**src/rtl/mem_seq_pkg.sv**
```systemverilog
// Shared types and constants for the instruction/data memory port sequencer.
package mem_seq_pkg;

    typedef enum logic [1:0] {
        IDLE  = 2'd0,
        DATA  = 2'd1,
        FETCH = 2'd2,
        RESP  = 2'd3
    } seq_state_t;

    localparam logic GNT_FETCH = 1'b0;
    localparam logic GNT_DATA  = 1'b1;

endpackage

```
**src/rtl/seq_timeout_counter.sv**
```systemverilog
// Busy-cycle counter: cleared on every grant, counts while an access is
// outstanding, and flags the last permitted wait cycle (TIMEOUT-1).
module seq_timeout_counter #(
    parameter int unsigned TIMEOUT = 16
) (
    input  logic clk,
    input  logic reset,
    input  logic clear,
    input  logic enable,
    output logic expired
);

    localparam int unsigned CW = $clog2(TIMEOUT + 1);

    logic [CW-1:0] count;

    // Count busy cycles; a grant restarts the count from zero.
    always_ff @(posedge clk or negedge reset) begin
        if (!reset) begin
            count <= '0;
        end else if (clear) begin
            count <= '0;
        end else if (enable) begin
            count <= count + 1'b1;
        end
    end

    assign expired = enable && (count == CW'(TIMEOUT - 1));

endmodule

```
**src/rtl/mem_port_sequencer.sv**
```systemverilog
// Arbitrates one single-port memory between instruction fetch and the
// load/store path, holds the memory handshake until ready or timeout, and
// returns a registered one-cycle response per access.
module mem_port_sequencer
    import mem_seq_pkg::*;
#(
    parameter int unsigned ADDR_W  = 32,
    parameter int unsigned DATA_W  = 32,
    parameter int unsigned TIMEOUT = 16
) (
    input  logic              clk,
    input  logic              reset,
    input  logic              if_req,
    input  logic [ADDR_W-1:0] if_addr,
    output logic [DATA_W-1:0] if_rdata,
    output logic              if_valid,
    output logic              if_err,
    input  logic              d_req,
    input  logic              d_we,
    input  logic [ADDR_W-1:0] d_addr,
    input  logic [DATA_W-1:0] d_wdata,
    output logic [DATA_W-1:0] d_rdata,
    output logic              d_valid,
    output logic              d_err,
    output logic              mem_req,
    output logic              mem_we,
    output logic [ADDR_W-1:0] mem_addr,
    output logic [DATA_W-1:0] mem_wdata,
    input  logic              mem_ready,
    input  logic [DATA_W-1:0] mem_rdata,
    output logic              stall
);

    seq_state_t state;
    logic       last_grant;
    logic       grant_data;
    logic       grant_fetch;
    logic       cnt_clear;
    logic       cnt_en;
    logic       cnt_expired;

    // Arbitration: data wins when alone or when fetch was granted last.
    always_comb begin
        grant_data  = d_req && (!if_req || (last_grant == GNT_FETCH));
        grant_fetch = if_req && !grant_data;
        cnt_clear   = (state == IDLE) && (if_req || d_req);
        cnt_en      = (state == DATA) || (state == FETCH);
    end

    seq_timeout_counter #(
        .TIMEOUT (TIMEOUT)
    ) u_timeout (
        .clk     (clk),
        .reset   (reset),
        .clear   (cnt_clear),
        .enable  (cnt_en),
        .expired (cnt_expired)
    );

    // Sequencer FSM with all memory-side and response outputs registered.
    always_ff @(posedge clk or negedge reset) begin
        if (!reset) begin
            state      <= IDLE;
            last_grant <= GNT_FETCH;
            mem_req    <= 1'b0;
            mem_we     <= 1'b0;
            mem_addr   <= '0;
            mem_wdata  <= '0;
            if_rdata   <= '0;
            if_valid   <= 1'b0;
            if_err     <= 1'b0;
            d_rdata    <= '0;
            d_valid    <= 1'b0;
            d_err      <= 1'b0;
        end else begin
            case (state)
                IDLE: begin
                    if (grant_data) begin
                        state      <= DATA;
                        last_grant <= GNT_DATA;
                        mem_req    <= 1'b1;
                        mem_we     <= d_we;
                        mem_addr   <= d_addr;
                        mem_wdata  <= d_wdata;
                    end else if (grant_fetch) begin
                        state      <= FETCH;
                        last_grant <= GNT_FETCH;
                        mem_req    <= 1'b1;
                        mem_we     <= 1'b0;
                        mem_addr   <= if_addr;
                        mem_wdata  <= '0;
                    end
                end
                DATA, FETCH: begin
                    // A ready in the final wait cycle still counts as success.
                    if (mem_ready || cnt_expired) begin
                        state   <= RESP;
                        mem_req <= 1'b0;
                        if (state == DATA) begin
                            d_valid <= 1'b1;
                            d_err   <= !mem_ready;
                            d_rdata <= (mem_ready && !mem_we) ? mem_rdata : '0;
                        end else begin
                            if_valid <= 1'b1;
                            if_err   <= !mem_ready;
                            if_rdata <= mem_ready ? mem_rdata : '0;
                        end
                    end
                end
                RESP: begin
                    state    <= IDLE;
                    if_valid <= 1'b0;
                    if_err   <= 1'b0;
                    d_valid  <= 1'b0;
                    d_err    <= 1'b0;
                end
                default: state <= IDLE;
            endcase
        end
    end

    assign stall = (if_req && !if_valid) || (d_req && !d_valid);

endmodule

```
**config.mk**
```make
export PLATFORM = sky130hd
export DESIGN_NAME = mem_port_sequencer
export DESIGN_NICKNAME = d
export VERILOG_FILES = /design/src/rtl/mem_seq_pkg.sv /design/src/rtl/seq_timeout_counter.sv /design/src/rtl/mem_port_sequencer.sv
export SDC_FILE = /design/constraint.sdc
export NUM_CORES = 1
export LEC_CHECK = 0
export BUFFER_PORTS_ARGS = -buffer_cell sky130_fd_sc_hd__buf_2
export CAP_MARGIN = 20
export CORE_ASPECT_RATIO = 0.75
export CORE_MARGIN = 4
export CORE_UTILIZATION = 51
export CTS_CLUSTER_SIZE = 10
export DETAILED_ROUTE_END_ITERATION = 6
export HOLD_SLACK_MARGIN = 0.1
export PLACE_DENSITY = 0.93
export SKIP_CTS_REPAIR_TIMING = 1
export SKIP_LAST_GASP = 1
export SYNTH_ARGS = -nofsm -noshare
export SYNTH_HDL_FRONTEND = slang
export SYNTH_HIERARCHICAL = 1
export SYNTH_SLANG_ARGS = --single-unit
```
**constraint.sdc**
```tcl
create_clock -name clk -period 3.5 [get_ports clk]
set_input_delay 0.175 -clock clk [delete_from_list [all_inputs] [get_ports clk]]
set_output_delay 0.175 -clock clk [all_outputs]
set_load 0.005 [all_outputs]
```
==> flow_metrics.py <==
metrics = {
    "clocking": {
        "cts_sinks": 142,
        "htree_levels": 4,
        "path_clk_slew_ns": 0.06,
        "clock_latency_ns": 0.41,
        "cts_made_buffers": 17,
        "clockBufferDepth": 2,
        "cts_root_buf": "clkbuf_16",
        "tritoncts": "done",
    },
    "critical_path": {
        "crit_path_max_incr_delay_ns": 0.59,
        "cp-startpoint": "state[0]",
        "critPathKind": "flip-flop to flip-flop",
        "rr_worst_depth": 7,
        "cp_common_cell": "a21oi_1",
        "cp-start-kind": "flip-flop",
        "worstPathRequired_ns": 3.85,
        "worstPathArrival_ns": 2.90,
        "path_cells": "inv_1, ha_1, o21ai_4, buf_4, a21oi_1, a21oi_1, dlygate4sd3_1",
        "critPathSlowestCell": "buf_4",
        "r2r_start": "state[0]",
        "setup.worst_path.end_class": "flip-flop",
        "worst-path-max-fanout": 67,
        "cp_top_family": "buffers and inverters",
        "critical_path_buf_inv_count": 3,
        "r2r_slack_ns": 0.95,
        "r2r_end": "mem_addr[8]",
    },
    "layout": {
        "areaGrowthSynthToFinish_pct": 53.5,
        "drive_gt1_share_pct": 32.9,
        "nFillCells": 637,
        "seq_area_mm2": 0.00355,
        "multi_input_area_mm2": 0.00215,
        "nNetsFinal": 1111,
        "final_cells": 1125,
    },
    "routing": {
        "ant_nets": 0,
        "drc": 0,
        "routed_wl_um": 20900,
        "wire_per_inst_um": 18.6,
        "dr.pass1.iters": 5,
        "routed-via-count": 6225,
        "dr.first_iter.drc_count": 552,
        "via_per_inst": 5.53,
    },
    "die": {
        "io_pins": 269,
        "die_w_um": 133,
        "die-area_mm2": 0.0135,
        "design.core.area_mm2": 0.0111,
        "rows": 33,
        "start_util_pct": 53.3,
        "dieHeight_um": 101,
    },
    "sta": {
        "fmax_mhz": 392,
        "setup_slack_ns": 0.947,
        "finalSetupTns_ns": 0,
        "rsz0062_at_grt": "no",
        "relSlewSlack_pct": 45.3,
        "period_needed_ns": 2.55,
        "fin_crit_sh_pct": 73.0,
        "final-max-slew-violation-count": 0,
        "finalSetupViolCount": 0,
        "worst_slew_pin_slew_ns": 0.820,
        "skew_ns": 0.0107,
        "hold_viol": 0,
    },
    "global_route": {
        "antenna_found_initial": 0,
        "met3_usage_pct": 4.87,
        "grt.total_usage_pct": 25.0,
        "grt_pass1_wl_um": 27000,
        "met2_usage_pct": 41.7,
        "grtUsageMet1_pct": 33.3,
        "overflow": 0,
        "grt_start_max_net_pins": 93,
        "grt_busiest_layer": "met2",
        "grt_pass1_vias": 5371,
    },
    "placement": {
        "post-place-cells": 978,
        "pre_cts_slack_ns": 1.01,
        "io_buffers": 268,
        "place_hpwl_um": 12200,
        "gp_congestion": 0.832,
    },
    "synth": {
        "synth-xor-area-share_pct": 0.147,
        "synth.ff_latch_count": 142,
        "synthAdderAreaFrac_pct": 1.26,
        "synth_edf_count": 0,
        "ys_seq_area_share_pct": 59.8,
        "yosys.area.top_type_share_pct": 59.8,
        "synthSimpleGateAreaFrac_pct": 11.9,
        "yosysMostFrequentCell": "dfrtp_1",
        "synthMuxAreaShare_pct": 1.28,
        "synth_ff_type": "dfrtp_1",
        "synthArstFlopShare_pct": 100,
        "syn-num-nets": 744,
        "synth_compound_area_share_pct": 21.2,
        "synth_area_mm2": 0.00594,
        "yosysWarnings": 6,
        "syn_area_per_cell_um2": 9.84,
        "yosys.cell_types.count": 36,
        "synth.area.top_cells": "dfrtp_1, nand2_1, o21ai_0",
        "synth.largest_area_cell": "dfrtp_1",
        "synth_top_family_by_area": "compound AO/OA/AOI/OAI gates",
        "synth_commonest_cells": "dfrtp_1, nand2_1, o21ai_0, a21oi_1, nor2_1",
        "synth_cells": 604,
    },
    "pwr": {
        "cellLeakagePower_nw": 4.65,
        "peakVddDrop_v": 0.000508,
        "power.density_mw_per_mm2": 851,
    },
    "outcome": {
        "status": "complete, no violations",
    },
    "min_path": {
        "whs_path_depth": 3,
        "worstHoldPathType": "input pin to flip-flop",
        "worstHoldStart": "d_addr[2]",
        "worstHoldEndpoint": "mem_addr[2]",
    },
    "flow_run": {
        "drv_cap": 0,
    },
}
==> worst min-delay path, delay by kind of cell <==
| family | cells | cell delay, ns |
|---|---|---|
| buf+inv | 1 | 0.07 |
| compound gates | 2 | 0.19 |
==> cells in the final DEF (no fill, tap or decap), types with 2 or more instances in the layout <==
cell / instances
buf_2: 267
dfrtp_1: 142
nand2_1: 128
dlygate4sd3_1: 114
o21ai_0: 88
a21oi_1: 68
nor2_1: 41
a22o_1: 34
clkbuf_16: 17
o21ai_1: 13
buf_4: 12
inv_1: 8
ha_1: 6
mux2i_1: 5
bufinv_16: 4
clkinv_4: 4
inv_6: 3
diode_2: 2
a21bo_2: 2
and2_1: 2
clkinvlp_4: 2
==> worst max-delay path by stage <==
stage | slack (ns) | cells past startpoint | end
after floorplan | 1.49 | 8 | if_rdata[17]
after global placement | 1.14 | 7 | d_rdata[19]
after detailed placement | 1.01 | 7 | d_rdata[13]
after CTS | 1.00 | 7 | d_rdata[13]
after global routing | 0.81 | 7 | d_rdata[22]
final | 0.95 | 7 | mem_addr[8]
==> logic make-up after synthesis <==
group / count (synthesis)
simple gates: 178
flops: 142
buf+inv: 55
compound gates: 215
fa+ha+maj: 6
xor+xnor: 1
mux: 7
==> stage by stage <==
step	cell area, µm²	utilization (%)	hold WS [ns]	power [mW]
CTS	7980	71.6	-0.138	7.41
floorplan	5940	-	-0.121	4.25
finish	9130	81.9	0.0662	7.76
detailed placement	7350	65.9	0.303	5.46
global route	9120	81.8	0.101	8.23
global placement	7350	65.9	0.297	5.32
==> sequential cells by signal (all words and copies together) (netlist names) <==
signal,cells
if_valid,1
d_err,1
mem_addr,32
d_rdata,32
mem_wdata,32
mem_we,1
if_err,1
last_grant,1
mem_req,1
u_timeout/count,5
if_rdata,32
state,2
d_valid,1
==> where the power goes <==
part / leakage, nW / switching, mW / total [mW] / internal, mW
registers: 1.79 / 0.465 / 2.83 / 2.36
logic: 2.56 / 1.62 / 3.01 / 1.38
clock network: 0.302 / 0.720 / 1.93 / 1.20
==> layer usage <==
metal	vias to the layer above	part of all wire (%)
met4	0	4.1
met3	91	6.4
met5	-	0
met2	364	51
li1	2789	-
met1	2981	38
==> area by class of cell <==
class	count	share of cell area, %
Multi-Input combinational cell	407	23.5
Clock buffer	17	4.66
Antenna cell	2	0.0548
Tap cell	140	1.92
Clock inverter	14	2.28
Timing Repair Buffer	394	28.3
Sequential cell	142	38.9
Inverter	9	0.370
No activity file was read; power rests on OpenSTA's default activity.
